### src/rtl/roi_shell_pkg.sv
// Shared types and helpers for the reconfigurable-partition static shell.
// Holds the decoupler state encoding and the blink limit function.
package roi_shell_pkg;

  typedef enum logic [1:0] {
    RUN       = 2'd0,
    DECOUPLED = 2'd1,
    RELEASE   = 2'd2
  } state_e;

  function automatic longint unsigned lim(
    input longint unsigned base,
    input int unsigned     i
  );
    return base * (64'(i) + 64'd1);
  endfunction

endpackage

### src/rtl/blink_divider.sv
// Free-running blink channel: counts 0..LIMIT, toggles blink on wrap.
// Period of the blink output is 2*(LIMIT+1) cycles.
module blink_divider #(
  parameter int              CNT_W = 32,
  parameter longint unsigned LIMIT = 64'd4
) (
  input  logic clk,
  input  logic rst,
  output logic blink
);

  localparam logic [CNT_W-1:0] LIM = LIMIT[CNT_W-1:0];

  logic [CNT_W-1:0] cnt_q, cnt_d;
  logic             blink_q, blink_d;

  always_comb begin
    cnt_d   = cnt_q + CNT_W'(1);
    blink_d = blink_q;
    if (cnt_q == LIM) begin
      cnt_d   = '0;
      blink_d = ~blink_q;
    end
  end

  always_ff @(posedge clk) begin
    if (rst) begin
      cnt_q   <= '0;
      blink_q <= 1'b0;
    end else begin
      cnt_q   <= cnt_d;
      blink_q <= blink_d;
    end
  end

  assign blink = blink_q;

endmodule

### src/rtl/roi_static_shell.sv
// Static shell: blink channels, RP output decoupler and RP reset pulser.
// All outputs come straight from flops.
module roi_static_shell
  import roi_shell_pkg::*;
#(
  parameter int              DOUT_N      = 3,
  parameter int              BLINK_N     = 2,
  parameter int              CNT_W       = 32,
  parameter longint unsigned PERIOD_BASE = 64'd10000000,
  parameter int              RST_PULSE   = 16
) (
  input  logic               clk,
  input  logic               rst,
  output logic [BLINK_N-1:0] blinky,
  input  logic [DOUT_N-1:0]  rp_dout,
  output logic [DOUT_N-1:0]  dout,
  input  logic               decouple_req,
  output logic               decouple_ack,
  output logic               rp_rst
);

  localparam int PW = $clog2(RST_PULSE + 1);
  localparam logic [PW-1:0] PLAST = PW'(RST_PULSE - 1);

  if (RST_PULSE < 1) begin : g_bad_pulse
    $error("RST_PULSE must be at least 1");
  end

  for (genvar i = 0; i < BLINK_N; i++) begin : g_blink
    localparam longint unsigned L = lim(PERIOD_BASE, i);
    if (L >= (64'd1 << CNT_W)) begin : g_bad_lim
      $error("blink limit does not fit in CNT_W");
    end
    blink_divider #(
      .CNT_W (CNT_W),
      .LIMIT (L)
    ) u_blink (
      .clk   (clk),
      .rst   (rst),
      .blink (blinky[i])
    );
  end

  state_e              state_q, state_d;
  logic [PW-1:0]       pcnt_q, pcnt_d;
  logic [DOUT_N-1:0]   dout_q, dout_d;
  logic                ack_q, ack_d;
  logic                rp_rst_q, rp_rst_d;

  always_comb begin
    state_d = state_q;
    pcnt_d  = pcnt_q;
    dout_d  = dout_q;
    unique case (state_q)
      RUN: begin
        pcnt_d = '0;
        if (decouple_req) state_d = DECOUPLED;
        else              dout_d  = rp_dout;
      end
      DECOUPLED: begin
        if (!decouple_req) begin
          state_d = RELEASE;
          pcnt_d  = '0;
        end
      end
      RELEASE: begin
        // request is deliberately ignored until the pulse completes
        if (pcnt_q == PLAST) begin
          state_d = RUN;
          pcnt_d  = '0;
        end else begin
          pcnt_d = pcnt_q + PW'(1);
        end
      end
      default: begin
        state_d = RELEASE;
        pcnt_d  = '0;
      end
    endcase
    ack_d    = (state_d != RUN);
    rp_rst_d = (state_d == RELEASE);
  end

  always_ff @(posedge clk) begin
    if (rst) begin
      state_q  <= RELEASE;
      pcnt_q   <= '0;
      dout_q   <= '0;
      ack_q    <= 1'b1;
      rp_rst_q <= 1'b1;
    end else begin
      state_q  <= state_d;
      pcnt_q   <= pcnt_d;
      dout_q   <= dout_d;
      ack_q    <= ack_d;
      rp_rst_q <= rp_rst_d;
    end
  end

  assign dout         = dout_q;
  assign decouple_ack = ack_q;
  assign rp_rst       = rp_rst_q;

endmodule
### config.mk
export PLATFORM = sky130hd
export DESIGN_NAME = roi_static_shell
export DESIGN_NICKNAME = d
export VERILOG_FILES = /design/src/rtl/roi_shell_pkg.sv /design/src/rtl/blink_divider.sv /design/src/rtl/roi_static_shell.sv
export SDC_FILE = /design/constraint.sdc
export NUM_CORES = 1
export LEC_CHECK = 0
export BUFFER_PORTS_ARGS = -buffer_cell sky130_fd_sc_hd__buf_2
export CAP_MARGIN = 15
export CELL_PAD_IN_SITES_DETAIL_PLACEMENT = 1
export CELL_PAD_IN_SITES_GLOBAL_PLACEMENT = 1
export CORE_MARGIN = 10
export CORE_UTILIZATION = 46
export CTS_CLUSTER_SIZE = 16
export DETAILED_ROUTE_END_ITERATION = 6
export GPL_ROUTABILITY_DRIVEN = 1
export PLACE_DENSITY = 0.77
export SLEW_MARGIN = 20
export SYNTH_ARGS = -nofsm -noshare
export SYNTH_HDL_FRONTEND = slang
export SYNTH_HIERARCHICAL = 1
export SYNTH_SLANG_ARGS = --single-unit
export TNS_END_PERCENT = 5
### constraint.sdc
create_clock -name clk -period 2.3 [get_ports clk]
set_input_delay 0.23 -clock clk [delete_from_list [all_inputs] [get_ports clk]]
set_output_delay 0.23 -clock clk [all_outputs]
set_load 0.05 [all_outputs]
==> summary.md <==
| Metric | Value |
|---|---|
| Row cnt | `32` |
| Reg2Reg Depth | `5` |
| Crit Path Max Fanout | `13` |
| Max Transition Viols Final | `0` |
| Remaining antenna violation count | `0` |
| Hold-fix buffers, CTS | `0` |
| Vias in the first global route | `~3,200` |
| RSZ-0062 raised after global routing | `no` |
| P_leak | `~1.3 nW` |
| Die Y | `around 110 µm` |
| Initial antenna violation count | `0` |
| CP Launch Point | `g_blink[1].u_blink/cnt_q[1]` |
| Die Area | `around 12,000 µm²` |
| Fillers | `between 900 and 1,000` |
| Setup TNS | `0 ps` |
| Cell count after synthesis | `between 400 and 500` |
| Final core occ | `0.528` |
| CTS tree | `done` |
| Worst skew pair latency | `~340 ps` |
| Launch point of the worst reg-to-reg path | `g_blink[1].u_blink/cnt_q[1]` |
| Drt pass-1 iters | `4` |
| Yosys top cell by area | `dfxtp_1` |
| Drc violations | `0` |
| DP HPWL | `6220 µm` |
| Vias per Instance | `a little under 6` |
| Seq/Total Area, Yosys | `0.421` |
| Library cells used by synthesis | `between 50 and 60` |
| Synth Warn # | `6` |
| Worst hold path type | `in -> reg` |
| Wirelength per Cell | `between 15 and 20 µm` |
| Period utilization | `0.925` |
| Core ar. | `7770 µm²` |
| Clock sinks | `between 70 and 80` |
| CTS resizes | `0` |
| Layout cell share with drive strength beyond 1 | `0.113` |
| Worst Skew | `14.6 ps` |
| Async SR Flop Fraction | `0` |
| Syn_nets | `438` |
| Synth top area cells | `dfxtp_1 42%, a21oi_1 5.3%, or4_1 4.9%, nor2_1 4.0%, o31ai_1 4.0%` |
| Final setup viols | `0` |
| Clock buffer count from CTS | `9` |
| Worst path required time | `~2600 ps` |
| Peak Freq | `470 MHz` |
| Grt total ovfl | `0` |
| Yosys reg bits | `between 70 and 80` |
| Initial Utilization | `0.478` |
| Nets@finish | `450` |
| Status | `complete, no violations` |
| Synth Cell Area | `about 3700 µm²` |
| EDFF count, synth | `0` |
| Worst Tran Pin Value | `between 500 and 600 ps` |
| MaxCap Viol Count | `0` |
| Maximum VDD drop | `roughly 0.29 mV` |
| Largest net degree at the start of global routing | `33` |
| I/O Pins | `13` |
| R2R Path End | `g_blink[1].u_blink/cnt_q[30]` |
| Post-synth top flop | `dfxtp_1` |
| Slew Limit Headroom | `0.632` |
| Minimum clock period after layout | `2130 ps` |
| WP data arrival | `~2400 ps` |
| Vias | `3,216` |
| GPL Wtd Cong | `roughly 0.75` |
| Final Hold Fails | `0` |
| CP Capture Type | `register` |
| R2r setup slk | `around 170 ps` |
| Area Overhead vs Synth | `10.6%` |
| Crit path capture | `g_blink[1].u_blink/cnt_q[30]` |
| Critical path type | `reg -> reg` |
| Clock Pin Slew Worst Setup and Hold Paths | `around 80 ps` |
| Post-synthesis area per instance | `slightly below 9 µm²` |
| CTS H-tree lvls | `3` |
| Global-route wire length before repair | `between 15,000 and 20,000 µm` |
| Global-route usage over all layers | `0.156` |
| Die Width | `about 110 µm` |
| Hold Path Depth | `3` |
| Postcts setup bufs | `0` |
| Pwr Density | `~620 nW/µm²` |
| DRT iter0 DRCs | `119` |
| Antenna cells | `0` |
| Maximum root-to-sink buffer count | `2` |
| Synth top area share | `0.421` |
| WL final | `around 9000 µm` |
| CP Launch Type | `register` |
| CTS root buffer | `clkbuf_8` |
| Quantity of I/O buffers inserted on ports | `12` |
-- metrics by stage --
| step | area (µm²) | setup WS [ps] | hold slack, ps | power (mW) | cells |
|---|---|---|---|---|---|
| CTS | 4090 | 18.2 | 140 | 2.57 | 544 |
| detailed placement | 3890 | 113 | 459 | 1.49 | 530 |
| floorplan | 3710 | 340 | 299 | 1.46 | 427 |
| global route | 4100 | 73.0 | 154 | 2.66 | 544 |
| global placement | 3890 | 189 | 452 | 1.48 | 530 |
| finish | 4100 | 172 | 144 | 2.55 | 544 |
-- routing by layer --
layer | track usage | share of wire
met5 | 0 | 0
met4 | 0.0502 | 0.010
met3 | 0.0293 | 0.019
met2 | 0.260 | 0.49
met1 | 0.199 | 0.48
-- cells in the mapped netlist (all sizes together), types with 2 or more instances --
cell type,n
a21oi,39
nand3,17
ha,5
nor2,40
or3,17
dfxtp,78
nand2b,2
and4,10
and3,2
inv,12
o21ai,13
o41ai,2
or4b,4
o31ai,20
nor2b,3
nor4,9
nand4,23
or4,24
nand2,27
buf,7
nor4b,4
xor2,11
xnor2,14
clkbuf,14
and2,3
nor3,7
mux2i,3
a211o,2
-- placed cells by master, fill, tap and decap left out, types with 2 or more instances in the layout --
| cell type | Yosys | routed |
|---|---|---|
| o31ai_1 | 20 | 20 |
| dfxtp_1 | 78 | 78 |
| nand2_1 | 27 | 27 |
| a211o_1 | 2 | 2 |
| nor4b_1 | 4 | 4 |
| a21oi_1 | 39 | 39 |
| or3_1 | 16 | 15 |
| inv_1 | 12 | 12 |
| nand3_1 | 17 | 17 |
| and4_1 | 9 | 9 |
| o41ai_1 | 2 | 2 |
| and3_1 | 2 | 2 |
| ha_1 | 5 | 5 |
| nand2b_1 | 2 | 2 |
| xnor2_1 | 14 | 14 |
| nor3_1 | 7 | 7 |
| nor4_1 | 9 | 9 |
| clkbuf_8 | 0 | 9 |
| and2_1 | 3 | 3 |
| nor2b_1 | 2 | 2 |
| or4b_1 | 2 | 2 |
| nor2_1 | 40 | 40 |
| o21ai_0 | 13 | 13 |
| bufinv_16 | 0 | 2 |
| buf_2 | 5 | 12 |
| nand4_1 | 21 | 21 |
| xor2_1 | 11 | 11 |
| buf_4 | 1 | 9 |
| mux2i_1 | 3 | 3 |
| or4_4 | 0 | 2 |
| or4_1 | 24 | 22 |
-- worst max-delay path, cell delays in order (launching register included) --
cell and delay [ps]:
dfxtp_1 400, ha_1 230, nand4_1 90, or4_4 590, or4b_1 550, a21oi_1 200
-- flip-flops by register name (all words and copies together), names as in the netlist --
| register | cells |
|---|---|
| rp_rst | 1 |
| g_blink.u_blink/blink | 2 |
| g_blink.u_blink/cnt_q | 64 |
| pcnt_q | 5 |
| state_q | 2 |
| decouple_ack | 1 |
| dout | 3 |
-- worst min path at each step --
stage	start	end	slack [ps]
2_1_floorplan	rst	g_blink[0].u_blink/blink	300
3_3_place_gp	g_blink[0].u_blink/cnt_q[0]	g_blink[0].u_blink/cnt_q[0]	450
3_5_place_dp	g_blink[0].u_blink/cnt_q[0]	g_blink[0].u_blink/cnt_q[0]	460
4_1_cts	rp_dout[2]	dout[2]	140
5_1_grt	rp_dout[2]	dout[2]	150
6_report	rp_dout[2]	dout[2]	140
-- power by group --
group | internal [mW] | leakage, nW | switching (mW)
sequential | 1.36 | 0.630 | 0.0157
combinational | 0.0338 | 0.567 | 0.0465
clock | 0.601 | 0.102 | 0.493
-- cell families (layout without fill, tap and decap cells) --
logic type,Yosys count,in the layout,synth area share
compound gates,84,84,0.137
simple gates,198,198,0.316
xor+xnor,25,25,0.0590
mux,4,4,0.0111
fa+ha+maj,5,5,0.0169
flops,78,78,0.421
buf+inv,33,48,0.0388
-- cell type report --
cell class | count | area, µm² | area share
Multi-Input combinational cell | 316 | 2020 | 0.492
Sequential cell | 78 | 1560 | 0.380
Timing Repair Buffer | 22 | 148 | 0.0360
Clock buffer | 10 | 128 | 0.0311
Tap cell | 102 | 128 | 0.0311
Clock inverter | 4 | 73.8 | 0.0180
Inverter | 12 | 45.0 | 0.0110
(Power assumes the default switching activity.)
